`config.mk`:
```
export PLATFORM = sky130hd
export DESIGN_NAME = dvp_cam_emu
export DESIGN_NICKNAME = d
export VERILOG_FILES = /design/src/rtl/dvp_cam_emu.sv
export SDC_FILE = /design/constraint.sdc
export NUM_CORES = 1
export LEC_CHECK = 0
export BUFFER_PORTS_ARGS = -buffer_cell sky130_fd_sc_hd__buf_4
export CORE_UTILIZATION = 50
export DETAILED_ROUTE_END_ITERATION = 6
export PLACE_DENSITY = 0.72
export SLEW_MARGIN = 25
export SYNTH_ARGS = -nofsm -noshare
export SYNTH_HDL_FRONTEND = slang
export SYNTH_SLANG_ARGS = --single-unit
```
`constraint.sdc`:
```
create_clock -name sclk -period 2.53 [get_ports sclk]
set_input_delay 0.506 -clock sclk [delete_from_list [all_inputs] [get_ports sclk]]
set_output_delay 0.506 -clock sclk [all_outputs]
set_load 0.01 [all_outputs]
```
`src/rtl/dvp_cam_emu.sv`:
```
// DVP (OV7670-style) camera emulator: RGB565 valid/ready stream in, PCLK/VSYNC/HREF/8-bit data out.
// Latency: the first pixel's high byte is on DVP_data one sclk after the pixel is accepted; each byte is held for one PCLK.
// Backpressure: pixel_ready is a 1-sclk pulse once per pixel slot; timing is never stretched, and a missing pixel sends zeros and sets underflow.
module dvp_cam_emu #(
  parameter int H_ACTIVE    = 640,
  parameter int V_ACTIVE    = 480,
  parameter int H_BLANK     = 144,
  parameter int VSYNC_LINES = 3,
  parameter int V_BACK      = 17,
  parameter int V_FRONT     = 10
) (
  input  logic        sclk,
  input  logic        rst,
  input  logic        enable,
  input  logic [15:0] pixel_data,
  input  logic        pixel_valid,
  output logic        pixel_ready,
  output logic        PCLK,
  output logic        VSYNC,
  output logic        HREF,
  output logic [7:0]  DVP_data,
  output logic        frame_start,
  output logic        underflow
);

  // PCLK periods per line and the counter widths needed to cover them.
  localparam int LINE = 2 * H_ACTIVE + H_BLANK;
  localparam int HW   = (LINE > 2) ? $clog2(LINE) : 1;
  localparam int VM1  = (V_ACTIVE > VSYNC_LINES) ? V_ACTIVE : VSYNC_LINES;
  localparam int VM2  = (V_BACK > V_FRONT) ? V_BACK : V_FRONT;
  localparam int VMAX = (VM1 > VM2) ? VM1 : VM2;
  localparam int VW   = (VMAX > 2) ? $clog2(VMAX) : 1;

  localparam logic [HW-1:0] H_LAST    = HW'(LINE - 1);
  localparam logic [HW-1:0] H_ACT_END = HW'(2 * H_ACTIVE);
  localparam logic [VW-1:0] VS_LAST   = VW'(VSYNC_LINES - 1);
  localparam logic [VW-1:0] VB_LAST   = VW'(V_BACK - 1);
  localparam logic [VW-1:0] VA_LAST   = VW'(V_ACTIVE - 1);
  localparam logic [VW-1:0] VF_LAST   = VW'(V_FRONT - 1);

  typedef enum logic [2:0] {
    ST_IDLE,
    ST_VS,
    ST_VBACK,
    ST_ACTIVE,
    ST_VFRONT
  } state_t;

  state_t          r_state;
  logic            r_ph;
  logic [HW-1:0]   r_hcnt;
  logic [VW-1:0]   r_vcnt;
  logic            r_vsync;
  logic            r_href;
  logic [7:0]      r_data;
  logic [7:0]      r_lo;
  logic            r_pixel_ready;
  logic            r_frame_start;
  logic            r_underflow;

  state_t          w_state_nxt;
  logic            w_ph_nxt;
  logic [HW-1:0]   w_hcnt_nxt;
  logic [VW-1:0]   w_vcnt_nxt;
  logic            w_vsync_nxt;
  logic            w_href_nxt;
  logic [7:0]      w_data_nxt;
  logic [7:0]      w_lo_nxt;
  logic            w_ready_nxt;
  logic            w_fs_nxt;
  logic            w_uf_nxt;

  // What the next tick (PCLK falling edge) will move to.
  logic            w_h_wrap;
  logic [HW-1:0]   w_tick_hcnt;
  logic [VW-1:0]   w_tick_vcnt;
  state_t          w_tick_state;
  logic            w_tick_href;
  logic            w_tick_hi;

  // Look ahead to the next tick: line/frame counters and the phase that tick will present.
  always_comb begin
    w_h_wrap     = (r_hcnt == H_LAST);
    w_tick_hcnt  = w_h_wrap ? '0 : r_hcnt + 1'b1;
    w_tick_vcnt  = r_vcnt;
    w_tick_state = r_state;
    if (w_h_wrap) begin
      w_tick_vcnt = r_vcnt + 1'b1;
      case (r_state)
        ST_VS: begin
          if (r_vcnt == VS_LAST) begin
            w_tick_state = ST_VBACK;
            w_tick_vcnt  = '0;
          end
        end
        ST_VBACK: begin
          if (r_vcnt == VB_LAST) begin
            w_tick_state = ST_ACTIVE;
            w_tick_vcnt  = '0;
          end
        end
        ST_ACTIVE: begin
          if (r_vcnt == VA_LAST) begin
            w_tick_state = ST_VFRONT;
            w_tick_vcnt  = '0;
          end
        end
        ST_VFRONT: begin
          if (r_vcnt == VF_LAST) begin
            w_tick_state = enable ? ST_VS : ST_IDLE;
            w_tick_vcnt  = '0;
          end
        end
        default: w_tick_vcnt = '0;
      endcase
    end
    w_tick_href = (w_tick_state == ST_ACTIVE) && (w_tick_hcnt < H_ACT_END);
    // Even byte positions within the active part of the line carry a pixel's high byte.
    w_tick_hi   = w_tick_href && !w_tick_hcnt[0];
  end

  // Next-state and output decode: idle start, PCLK rising half (request pixel), tick (advance and present).
  always_comb begin
    w_state_nxt = r_state;
    w_ph_nxt    = 1'b0;
    w_hcnt_nxt  = r_hcnt;
    w_vcnt_nxt  = r_vcnt;
    w_vsync_nxt = r_vsync;
    w_href_nxt  = r_href;
    w_data_nxt  = r_data;
    w_lo_nxt    = r_lo;
    w_ready_nxt = 1'b0;
    w_fs_nxt    = 1'b0;
    w_uf_nxt    = r_underflow;
    if (r_state == ST_IDLE) begin
      w_vsync_nxt = 1'b0;
      w_href_nxt  = 1'b0;
      w_data_nxt  = 8'h00;
      w_hcnt_nxt  = '0;
      w_vcnt_nxt  = '0;
      if (enable) begin
        w_state_nxt = ST_VS;
        w_vsync_nxt = 1'b1;
        w_fs_nxt    = 1'b1;
      end
    end else if (!r_ph) begin
      // PCLK about to rise; ask for a pixel if the coming tick starts one.
      w_ph_nxt    = 1'b1;
      w_ready_nxt = w_tick_hi;
    end else begin
      // Tick: every timing output changes here, so all are stable across PCLK rise.
      w_state_nxt = w_tick_state;
      w_hcnt_nxt  = w_tick_hcnt;
      w_vcnt_nxt  = w_tick_vcnt;
      w_vsync_nxt = (w_tick_state == ST_VS);
      w_href_nxt  = w_tick_href;
      w_fs_nxt    = (r_state == ST_VFRONT) && (w_tick_state == ST_VS);
      if (r_pixel_ready) begin
        if (pixel_valid) begin
          w_data_nxt = pixel_data[15:8];
          w_lo_nxt   = pixel_data[7:0];
        end else begin
          w_data_nxt = 8'h00;
          w_lo_nxt   = 8'h00;
          w_uf_nxt   = 1'b1;
        end
      end else if (w_tick_href) begin
        w_data_nxt = r_lo;
      end else begin
        w_data_nxt = 8'h00;
      end
    end
  end

  // State and output registers; reset drops everything back to idle.
  always_ff @(posedge sclk) begin
    if (rst) begin
      r_state       <= ST_IDLE;
      r_ph          <= 1'b0;
      r_hcnt        <= '0;
      r_vcnt        <= '0;
      r_vsync       <= 1'b0;
      r_href        <= 1'b0;
      r_data        <= 8'h00;
      r_lo          <= 8'h00;
      r_pixel_ready <= 1'b0;
      r_frame_start <= 1'b0;
      r_underflow   <= 1'b0;
    end else begin
      r_state       <= w_state_nxt;
      r_ph          <= w_ph_nxt;
      r_hcnt        <= w_hcnt_nxt;
      r_vcnt        <= w_vcnt_nxt;
      r_vsync       <= w_vsync_nxt;
      r_href        <= w_href_nxt;
      r_data        <= w_data_nxt;
      r_lo          <= w_lo_nxt;
      r_pixel_ready <= w_ready_nxt;
      r_frame_start <= w_fs_nxt;
      r_underflow   <= w_uf_nxt;
    end
  end

  assign PCLK        = r_ph;
  assign VSYNC       = r_vsync;
  assign HREF        = r_href;
  assign DVP_data    = r_data;
  assign pixel_ready = r_pixel_ready;
  assign frame_start = r_frame_start;
  assign underflow   = r_underflow;

endmodule

```
==> results.py <==
metrics = {
    "power": {
        "power.switching_mw": 0.317,
        "power_frac_comb_pct": 5.7,
        "p_clk_share_pct": 45.1,
        "internal-power_mw": 1.15,
        "p_sw_share_pct": 21.7,
        "power_frac_seq_pct": 49.2,
        "leakage_nw": 0.972,
        "powerDensity_nw_per_um2": 537,
        "vdd_drop_max_mv": 0.467,
    },
    "global_routing": {
        "grt_busiest_layer": "met2",
        "grt_use_met3_pct": 4.36,
        "grt_pass1_vias": 1822,
        "grt_usage_pct": 22.0,
        "grt-ovfl-total": 0,
        "met1_usage_pct": 32.4,
        "grt_pass1_wl_um": 8790,
        "grt_max_degree": 21,
        "antenna_found_initial": 0,
        "met2_usage_pct": 32.6,
    },
    "worst_hold_path": {
        "hold_path_class": "flop to flop",
        "whs_path_depth": 2,
    },
    "worst_setup_path": {
        "crit_type": "flop to flop",
        "end_kind": "flop",
        "cp.required_ns": 2.71,
        "crit_fanout": 8,
        "worst_setup_path_start_kind": "flop",
        "ff2ff_path_depth": 8,
        "arrival_ns": 2.48,
    },
    "route": {
        "drtIter0Drc": 104,
        "firstDrtPassIters": 4,
        "viasPerCell": 5.83,
        "postRouteAntennaNets": 0,
        "wl_per_cell_um": 14.2,
        "drc_errors": 0,
        "routed_wl_um": 5190,
        "vias": 2132,
    },
    "placement": {
        "post-place-cells": 358,
        "port_buffers": 33,
        "gp_congestion": 0.800,
        "dp_hpwl_um": 3670,
    },
    "timing": {
        "finalClockSkew_ns": 0.0102,
        "finalSetupViolations": 0,
        "relSlewSlack_pct": 53.0,
        "hold_ws_ns": 0.456,
        "hold_viol": 0,
        "tightestPinTransition_ns": 0.699,
        "slew_viol_final": 0,
        "final.setup.tns_ns": 0,
        "fin_crit_ns": 2.31,
        "min_period_over_period_pct": 91.2,
        "rsz0062_at_grt": "no",
        "fmax_ghz": 0.433,
    },
    "cts": {
        "cts.path.max_buffers": 2,
        "h-tree-depth": 2,
        "post_cts_buffers": 0,
        "cts_buffers": 5,
        "clk_pin_slew_worst_paths_ns": 0.09,
        "clk-insertion-delay-late_ns": 0.30,
        "clock_sinks": 45,
        "cts_tree": "done",
        "clockRootBuffer": "clkbuf_8",
        "holdBufCountCts": 0,
        "ctsResizeCount": 0,
    },
    "synthesis": {
        "synth_edf_count": 0,
        "syn_area_um2": 2300,
        "ys.flop_type": "dfxtp_1",
        "yosysUniqueCellTypes": 50,
        "synth_warnings": 0,
        "syn_nets": 306,
        "syn_inst": 281,
        "ys_seq_elements": 45,
        "syn_avg_cell_area_um2": 8.18,
        "async_flop_share_pct": 0,
        "seq_area_frac_synth_pct": 39.2,
    },
    "floorplan": {
        "start_util_pct": 52.4,
        "core_um2": 4380,
        "rows": 24,
        "fp.dieH_um": 69.8,
        "die_w_um": 69.8,
        "die_area_um2": 4870,
        "ios": 34,
    },
    "layout": {
        "fin_util_pct": 62.2,
        "final_net_count": 338,
        "final-instance-count-excl-fill": 366,
        "drive_above_1_share_pct": 18.8,
        "area_delta_synth_final_pct": 18.7,
        "most-common-layout-cells": "45 x dfxtp_1, 38 x buf_4, 29 x nand2_1",
        "antenna_cells_inserted": 0,
        "layout_commonest_cell": "dfxtp_1",
    },
    "flow_run": {
        "cap_violations": 0,
    },
    "status": {
        "status": "finished clean",
    },
}
==> stage by stage <==
| stage | cell area [um^2] | total power [mW] | setup WS (ns) |
|---|---|---|---|
| floorplan | 2300 | 0.778 | 0.617 |
| global placement | 2590 | 0.820 | 0.374 |
| detailed placement | 2590 | 0.820 | 0.258 |
| CTS | 2730 | 1.48 | 0.233 |
| global route | 2730 | 1.51 | 0.0294 |
| finish | 2730 | 1.46 | 0.222 |
==> cells by family (layout without fill, tap and decap cells) <==
| logic type | Yosys count | count (layout) | share of synthesized area (%) |
|---|---|---|---|
| simple gates | 131 | 131 | 30.8 |
| fa+ha+maj | 5 | 5 | 2.72 |
| xor+xnor | 14 | 14 | 5.34 |
| buf+inv | 16 | 49 | 3.00 |
| mux | 1 | 1 | 0.490 |
| compound gates | 69 | 69 | 18.5 |
| flops | 45 | 45 | 39.2 |
==> routing by layer <==
metal | up-vias | part of all wire, %
li1 | 1085 | -
met1 | 1003 | 51
met2 | 42 | 46
met3 | 2 | 2.9
met4 | 0 | 0.75
met5 | - | 0
==> registers in the layout, summed over array words and instances (netlist names), 3 cells and up <==
signal and flops:
DVP_data 8, r_hcnt 11, r_lo 8, r_state 3, r_vcnt 9
==> path summary, 6_finish.rpt <==
kind	startpoint	to	slack (ns)
worst max-delay path	r_vcnt[0]$_SDFFE_PP0P_	DVP_data[0]$_SDFFE_PP0P_	0.22
worst min-delay path	r_lo[0]$_SDFFE_PP0P_	r_lo[0]$_SDFFE_PP0P_	0.46
worst max register to register	r_vcnt[0]$_SDFFE_PP0P_	DVP_data[0]$_SDFFE_PP0P_	0.22
worst min register to register	r_lo[0]$_SDFFE_PP0P_	r_lo[0]$_SDFFE_PP0P_	0.46
==> power by group through the flow <==
| stage | sequential (mW) | clock [mW] | combinational, mW |
|---|---|---|---|
| floorplan | 0.733 | 0 | 0.0451 |
| detailed placement | 0.738 | 0 | 0.0821 |
| finish | 0.721 | 0.660 | 0.0831 |
| CTS | 0.721 | 0.673 | 0.0829 |
| global route | 0.722 | 0.699 | 0.0901 |
| global placement | 0.738 | 0 | 0.0818 |
==> area by class of cell <==
cell class / count / area [um^2]
fill: 403 / 1660
multi-input combinational: 220 / 1330
sequential: 45 / 901
timing repair buffer: 38 / 285
clock buffer: 5 / 68.8
clock inverter: 3 / 68.8
tap: 52 / 65.1
inverter: 3 / 11.3
==> worst max-delay path: stages (launching register included) <==
cell and delay, ns:
dfxtp_1 0.38, inv_1 0.12, ha_1 0.14, nor4b_1 0.31, nand2_1 0.18, a2bb2oi_1 0.31
a31oi_1 0.18, o211ai_2 0.40, o22ai_1 0.16
==> cell usage after synthesis (2+ instances only) <==
master     n  area, um^2
xnor2_1    2        17.5
o211ai_1   2        15.0
inv_1      3        11.3
o21ai_0   18        90.1
ha_1       5        62.6
and3_1     7        43.8
nand4_1    9        56.3
nor2b_1   11        68.8
nor3_1     9        45.0
nand3_1   19        95.1
or3_4      2        22.5
and2_1     3        18.8
or3b_2     2        17.5
nor2_1    24        90.1
clkbuf_1   8        30.0
buf_4      2        15.0
a21oi_1   20         100
o22ai_1   10        62.6
buf_1      2        7.51
nand4b_1   2        17.5
nand2_1   29         109
a31oi_1    4        25.0
o31ai_1    3        22.5
xor2_1    12         105
nand3b_1   4        30.0
dfxtp_1   45         901
(Power assumes the default switching activity.)
